==> config.mk <==
export PLATFORM = sky130hd
export DESIGN_NAME = gate_selftest_ctrl_flat
export DESIGN_NICKNAME = d
export VERILOG_FILES = /design/src/rtl/gate_selftest_ctrl_pkg.sv /design/src/rtl/gate_selftest_ctrl_if.sv /design/src/rtl/gate_selftest_ctrl_golden_rom.sv /design/src/rtl/gate_selftest_ctrl.sv /design/src/flat_wrapper.sv
export SDC_FILE = /design/constraint.sdc
export NUM_CORES = 1
export LEC_CHECK = 0
export CELL_PAD_IN_SITES_DETAIL_PLACEMENT = 1
export CELL_PAD_IN_SITES_GLOBAL_PLACEMENT = 1
export CORE_MARGIN = 3
export CORE_UTILIZATION = 38
export DETAILED_ROUTE_END_ITERATION = 7
export GPL_ROUTABILITY_DRIVEN = 0
export PLACE_DENSITY = 0.89
export SYNTH_ARGS = -nofsm -noshare
export SYNTH_HDL_FRONTEND = slang
export SYNTH_SLANG_ARGS = --single-unit
export TNS_END_PERCENT = 20
==> constraint.sdc <==
create_clock -name clk -period 3.85 [get_ports clk]
set_clock_uncertainty 0.15 [all_clocks]
set_input_delay 0.9625 -clock clk [delete_from_list [all_inputs] [get_ports clk]]
set_output_delay 0.9625 -clock clk [all_outputs]
set_load 0.02 [all_outputs]
==> src/rtl/gate_selftest_ctrl_pkg.sv <==
// Shared definitions for the gate self-test controller.
//   - FSM state encoding (IDLE/SETTLE/CHECK/DONE)
//   - golden gate-output table indexed by {a,b}
//   - bit positions of each gate inside the 7-bit gate_y bus
package gate_test_pkg;

  localparam int unsigned GATE_W  = 7;
  localparam int unsigned NUM_VEC = 4;

  typedef enum logic [1:0] {
    IDLE   = 2'd0,
    SETTLE = 2'd1,
    CHECK  = 2'd2,
    DONE   = 2'd3
  } state_e;

  // Bit positions on gate_y
  localparam int unsigned AND_B  = 0;
  localparam int unsigned OR_B   = 1;
  localparam int unsigned NAND_B = 2;
  localparam int unsigned NOR_B  = 3;
  localparam int unsigned XOR_B  = 4;
  localparam int unsigned XNOR_B = 5;
  localparam int unsigned NOT_B  = 6;

  // Expected gate_y for each {a,b}
  localparam logic [GATE_W-1:0] GOLD_00 = 7'h6C;
  localparam logic [GATE_W-1:0] GOLD_01 = 7'h56;
  localparam logic [GATE_W-1:0] GOLD_10 = 7'h16;
  localparam logic [GATE_W-1:0] GOLD_11 = 7'h23;

  localparam logic [2:0] ERR_MAX  = 3'd4;
  localparam logic [1:0] LAST_IDX = 2'd3;

  function automatic logic [GATE_W-1:0] golden_y(input logic [1:0] idx);
    logic [GATE_W-1:0] y;
    unique case (idx)
      2'd0:    y = GOLD_00;
      2'd1:    y = GOLD_01;
      2'd2:    y = GOLD_10;
      default: y = GOLD_11;
    endcase
    return y;
  endfunction

endpackage

==> src/rtl/gate_selftest_ctrl_if.sv <==
// Handshake and datapath bus between the self-test controller and its user.
//   start, abort   : run request / synchronous abort (user -> controller)
//   gate_y         : gate datapath outputs (datapath -> controller)
//   gate_a, gate_b : registered operands to the datapath
//   busy, done     : run in progress / one-cycle end-of-run pulse
//   pass, fail_mask, err_count, last_y : run results
// master = user/bench side, slave = controller side.
interface gate_selftest_ctrl_if;
  import gate_test_pkg::*;

  logic                 start;
  logic                 abort;
  logic [GATE_W-1:0]    gate_y;
  logic                 gate_a;
  logic                 gate_b;
  logic                 busy;
  logic                 done;
  logic                 pass;
  logic [NUM_VEC-1:0]   fail_mask;
  logic [2:0]           err_count;
  logic [GATE_W-1:0]    last_y;

  modport master (
    output start, abort, gate_y,
    input  gate_a, gate_b, busy, done, pass, fail_mask, err_count, last_y
  );

  modport slave (
    input  start, abort, gate_y,
    output gate_a, gate_b, busy, done, pass, fail_mask, err_count, last_y
  );

endinterface

==> src/rtl/gate_selftest_ctrl_golden_rom.sv <==
// Combinational golden table lookup: vector index {a,b} -> expected gate_y.
//   idx_i : vector index
//   exp_o : expected 7-bit gate output
module gate_golden_rom
  import gate_test_pkg::*;
(
  input  logic [1:0]        idx_i,
  output logic [GATE_W-1:0] exp_o
);

  always_comb begin
    exp_o = golden_y(idx_i);
  end

endmodule

==> src/rtl/gate_selftest_ctrl.sv <==
// Built-in self-test sequencer for the 2-input basic-gate datapath.
// Walks {a,b} through 00,01,10,11, waits SETTLE_CYCLES after driving each
// vector, compares gate_y with the golden table and records per-vector
// mismatches.
//   clk   : clock, rising edge
//   rst_n : synchronous active-low reset
//   bus   : slave side of gate_selftest_ctrl_if (start/abort/gate_y in,
//           operands, status and results out)
module gate_selftest_ctrl
  import gate_test_pkg::*;
#(
  parameter int unsigned SETTLE_CYCLES = 2,
  parameter int unsigned NUM_OUT       = 7
) (
  input  logic                 clk,
  input  logic                 rst_n,
  gate_selftest_ctrl_if.slave  bus
);

  localparam int unsigned CNT_W = (SETTLE_CYCLES > 1) ? $clog2(SETTLE_CYCLES) : 1;
  localparam logic [CNT_W-1:0] CNT_LOAD = CNT_W'(SETTLE_CYCLES - 1);

  state_e               state_q, state_d;
  logic [1:0]           idx_q;
  logic [CNT_W-1:0]     cnt_q;
  logic                 gate_a_q, gate_b_q;
  logic                 pass_q;
  logic [NUM_VEC-1:0]   fail_mask_q;
  logic [2:0]           err_count_q;
  logic [NUM_OUT-1:0]   last_y_q;
  logic [NUM_OUT-1:0]   exp_y;
  logic                 mismatch;
  logic                 accept;
  logic                 busy;
  logic                 done_pulse;

  gate_golden_rom u_rom (
    .idx_i (idx_q),
    .exp_o (exp_y)
  );

  // Abort outranks start even in IDLE
  assign accept   = bus.start && !bus.abort;
  assign mismatch = (bus.gate_y != exp_y);

  // State register
  always_ff @(posedge clk) begin
    if (!rst_n) begin
      state_q <= IDLE;
    end else begin
      state_q <= state_d;
    end
  end

  // Next-state logic
  always_comb begin
    state_d = state_q;
    unique case (state_q)
      IDLE:    if (accept) state_d = SETTLE;
      SETTLE: begin
        if (bus.abort)          state_d = IDLE;
        else if (cnt_q == '0)   state_d = CHECK;
      end
      CHECK: begin
        if (bus.abort)               state_d = IDLE;
        else if (idx_q == LAST_IDX)  state_d = DONE;
        else                         state_d = SETTLE;
      end
      DONE:    state_d = IDLE;
      default: state_d = IDLE;
    endcase
  end

  // Output decode
  always_comb begin
    busy       = (state_q != IDLE);
    done_pulse = (state_q == DONE);
  end

  // Datapath: operands, settle counter, result registers
  always_ff @(posedge clk) begin
    if (!rst_n) begin
      gate_a_q    <= 1'b0;
      gate_b_q    <= 1'b0;
      idx_q       <= '0;
      cnt_q       <= '0;
      pass_q      <= 1'b0;
      fail_mask_q <= '0;
      err_count_q <= '0;
      last_y_q    <= '0;
    end else begin
      unique case (state_q)
        IDLE: begin
          if (accept) begin
            gate_a_q    <= 1'b0;
            gate_b_q    <= 1'b0;
            idx_q       <= '0;
            cnt_q       <= CNT_LOAD;
            fail_mask_q <= '0;
            err_count_q <= '0;
            pass_q      <= 1'b0;
          end
        end
        SETTLE: begin
          if (bus.abort) begin
            gate_a_q <= 1'b0;
            gate_b_q <= 1'b0;
          end else if (cnt_q != '0) begin
            cnt_q <= cnt_q - CNT_W'(1);
          end
        end
        CHECK: begin
          // An abort in CHECK leaves partial results untouched
          if (bus.abort) begin
            gate_a_q <= 1'b0;
            gate_b_q <= 1'b0;
          end else begin
            last_y_q <= bus.gate_y;
            if (mismatch) begin
              fail_mask_q[idx_q] <= 1'b1;
              if (err_count_q < ERR_MAX) err_count_q <= err_count_q + 3'd1;
            end
            if (idx_q != LAST_IDX) begin
              idx_q                <= idx_q + 2'd1;
              {gate_a_q, gate_b_q} <= idx_q + 2'd1;
              cnt_q                <= CNT_LOAD;
            end
          end
        end
        DONE: begin
          // fail_mask_q already holds the last vector's result here
          if (bus.abort) begin
            gate_a_q <= 1'b0;
            gate_b_q <= 1'b0;
          end else begin
            pass_q <= (fail_mask_q == '0);
          end
        end
        default: ;
      endcase
    end
  end

  assign bus.gate_a    = gate_a_q;
  assign bus.gate_b    = gate_b_q;
  assign bus.busy      = busy;
  assign bus.done      = done_pulse;
  assign bus.pass      = pass_q;
  assign bus.fail_mask = fail_mask_q;
  assign bus.err_count = err_count_q;
  assign bus.last_y    = last_y_q;

endmodule

==> src/flat_wrapper.sv <==
// flat-port wrapper written by rule: the top's interface ports become plain ports
module gate_selftest_ctrl_flat import gate_test_pkg::*;
#(
  parameter int unsigned SETTLE_CYCLES = 2,
  parameter int unsigned NUM_OUT       = 7
)
  (clk, rst_n, bus_start, bus_abort, bus_gate_y, bus_gate_a, bus_gate_b, bus_busy, bus_done, bus_pass, bus_fail_mask, bus_err_count, bus_last_y);
  gate_selftest_ctrl_if bus_i ();
  input  logic clk;
  input  logic rst_n;
  input wire logic [$bits(bus_i.start)-1:0] bus_start;
  input wire logic [$bits(bus_i.abort)-1:0] bus_abort;
  input wire logic [$bits(bus_i.gate_y)-1:0] bus_gate_y;
  output wire logic [$bits(bus_i.gate_a)-1:0] bus_gate_a;
  output wire logic [$bits(bus_i.gate_b)-1:0] bus_gate_b;
  output wire logic [$bits(bus_i.busy)-1:0] bus_busy;
  output wire logic [$bits(bus_i.done)-1:0] bus_done;
  output wire logic [$bits(bus_i.pass)-1:0] bus_pass;
  output wire logic [$bits(bus_i.fail_mask)-1:0] bus_fail_mask;
  output wire logic [$bits(bus_i.err_count)-1:0] bus_err_count;
  output wire logic [$bits(bus_i.last_y)-1:0] bus_last_y;
  assign bus_i.start = bus_start;
  assign bus_i.abort = bus_abort;
  assign bus_i.gate_y = bus_gate_y;
  assign bus_gate_a = bus_i.gate_a;
  assign bus_gate_b = bus_i.gate_b;
  assign bus_busy = bus_i.busy;
  assign bus_done = bus_i.done;
  assign bus_pass = bus_i.pass;
  assign bus_fail_mask = bus_i.fail_mask;
  assign bus_err_count = bus_i.err_count;
  assign bus_last_y = bus_i.last_y;
  gate_selftest_ctrl #(.SETTLE_CYCLES(SETTLE_CYCLES), .NUM_OUT(NUM_OUT)) u_core (.clk(clk), .rst_n(rst_n), .bus(bus_i));
endmodule
==> out/metrics.yaml <==
worst_setup_path:
  cp_cell_sequence: "or2_1, clkdlybuf4s50_1"
  worstPathArrival_ns: 1.82
  critPathMaxStageDelay_ns: 0.69
  cpLargestDelayFamily: "flip-flops"
  startpoint_type: "register"
  crit_buf_inv: 1
  worstPathRequired_ns: 2.74
  worst_setup_path_end_kind: "primary output"
  critPathSlowestCell: "dfxtp_1"
  path_class: "reg2out"
  worstPathMaxFanout: 17
floorplan:
  core_area_sq_um: 2810
  die_x_microns: 60.7
  ioPinCount: 30
  std_cell_rows: 19
  die_height_microns: 60.7
  start_util_pct: 40.5
  die-area_sq_um: 3690
cts:
  insertion_delay_ns: 0.31
  cts_buffer_depth: 2
  cts.htree.levels: 1
  cts_buffers: 3
  holdBufCountCts: 0
  clk_pin_slew_worst_paths_ns: 0.12
  cts.sinks: 22
  post_cts_buffers: 0
  cts.root.buffer_cell: "clkbuf_4"
  cts_resized: 0
  tritoncts: "yes"
power_and_ir_drop:
  p_leak_nw: 0.517
  power.density_nw_per_um2: 273
  ir_drop_v: 0.000137
route:
  vias_per_cell: 5.38
  wl_microns: 2910
  remaining_drc_errors: 0
  routedWlPerCell_microns: 16.2
  antenna_left: 0
  first_pass_iters: 3
  drt_iter0_markers: 14
  via_count: 969
grt:
  grt_max_degree: 19
  grt_pass1_vias: 1104
  track_usage_pct: 18.3
  overflow: 0
  grt_use_met1_pct: 20.5
  met3_usage_pct: 3.40
  use_met2_pct: 33.6
  antenna_found_initial: 0
  busiest_layer: "met2"
  grt_pass1_wl_microns: 5000
sta:
  setup_viol: 0
  post-route-period-util_pct: 76.1
  whs_ns: 0.348
  max_slew_margin_pct: 60.2
  clock.fmax_ghz: 0.341
  tightestPinTransition_ns: 0.596
  final_hold_viol_count: 0
  grt_setup_unrepaired: "false"
  setup_tns_ns: 0
  drv_slew: 0
  min_period_ns: 2.93
yosys:
  ys_ff_latch: 22
  yosysSeqAreaShare_pct: 38.7
  synthTopCellsByCount: "dfxtp_1, nor2b_1"
  synth_ff_type: "dfxtp_1"
  avgSynthCellArea_sq_um: 9.48
  synth_top_cell_by_area: "dfxtp_1"
  synthArstFlopShare_pct: 0
  synth_area_sq_um: 1140
  synth_most_common_cell: "dfxtp_1"
  synth_cell_types: 40
  yosys.area.top_type_share_pct: 38.7
  synth_area_leaders: "dfxtp_1, ha_1, nor2b_1"
  synthCells: 120
  synth_edf_count: 0
  synth_fp_nets: 138
  yosysWarnings: 0
layout:
  syn2layout_area_growth_pct: 30.8
  diodes: 0
  layout-drive-gt1-share_pct: 6.71
  final_nets: 168
hold_path:
  hold_path.class: "reg2reg"
flow_run:
  drv_cap: 0
placed_design:
  hpwlAfterDp_microns: 2220
  io_buffers: 29
run_status:
  outcome: "finished, final reports clean"
layout by cell type (no fill, tap or decap), types with 2 or more instances in the layout:
master / synthesis / layout
mux2i_1: 7 / 7
xor2_1: 2 / 2
clkbuf_4: 0 / 3
nand2_1: 6 / 6
dfxtp_1: 22 / 22
a21oi_1: 7 / 7
and2_1: 2 / 2
inv_1: 3 / 3
nor2_1: 7 / 7
xnor2_1: 4 / 4
a22o_1: 4 / 4
a21boi_1: 3 / 3
nor2b_1: 13 / 13
nor3_2: 2 / 2
nor4_1: 2 / 2
ha_1: 7 / 7
nand2b_1: 2 / 2
clkdlybuf4s50_1: 0 / 29
power breakdown:
group | switching, mW | leakage, nW | internal [mW] | total [mW]
Sequential | 0.00327 | 0.178 | 0.230 | 0.233
Combinational | 0.0208 | 0.318 | 0.0225 | 0.0434
Clock | 0.0726 | 0.0210 | 0.0577 | 0.130
Total | 0.0967 | 0.517 | 0.310 | 0.407
worst paths after layout:
check,from,to,slack (ns),depth (start not counted)
hold / removal,u_core.bus.gate_a,u_core.bus.gate_a,0.35,2
hold reg to reg,u_core.bus.gate_a,u_core.bus.gate_a,0.35,2
setup / recovery,u_core.state_q[1],bus_busy,0.92,2
setup reg to reg,u_core.idx_q[0],u_core.bus.err_count[1],1.51,7
area by class of cell:
cell class | count | area (sq um)
Clock buffer | 4 | 36.3
Tap cell | 31 | 38.8
Sequential cell | 22 | 440
Fill cell | 328 | 1320
Timing Repair Buffer | 29 | 290
Multi-Input combinational cell | 91 | 671
Inverter | 3 | 11.3
state kept, by name (all words and copies together), names as in the netlist:
register	cells
u_core.idx_q	2
u_core.bus.fail_mask	4
u_core.state_q	2
u_core.bus.gate_a	1
u_core.bus.pass	1
u_core.bus.gate_b	1
u_core.bus.last_y	7
u_core.cnt_q	1
u_core.bus.err_count	3
metal layers:
layer / up-vias / wire length, microns
li1: 481 / -
met1: 467 / 1300
met2: 15 / 1480
met3: 6 / 74
met4: 0 / 59
met5: - / 0
cells by family after synthesis:
kind of cell	after synthesis	synth area share [%]
simple gates	46	24.4
xor+xnor	6	4.62
mux	7	6.16
fa+ha+maj	7	7.70
flops	22	38.7
compound gates	25	16.1
buf+inv	7	2.31
worst min-delay path, delay by kind of cell (launching register included):
kind            cells  cell delay [ns]
compound gates      1             0.06
flops               1             0.34
simple gates        1             0.07
per-stage QoR:
step	power (mW)	worst slack (ns)	instance area, sq um	util (%)	std cells
after detailed placement	0.282	0.954	1450	51.7	176
after floorplan	0.261	1.53	1140	-	120
after global placement	0.280	0.998	1450	51.7	176
final	0.407	0.920	1490	53.0	180
after global routing	0.430	0.777	1490	53.0	180
after CTS	0.412	0.909	1490	53.0	180
(Power assumes the default switching activity.)
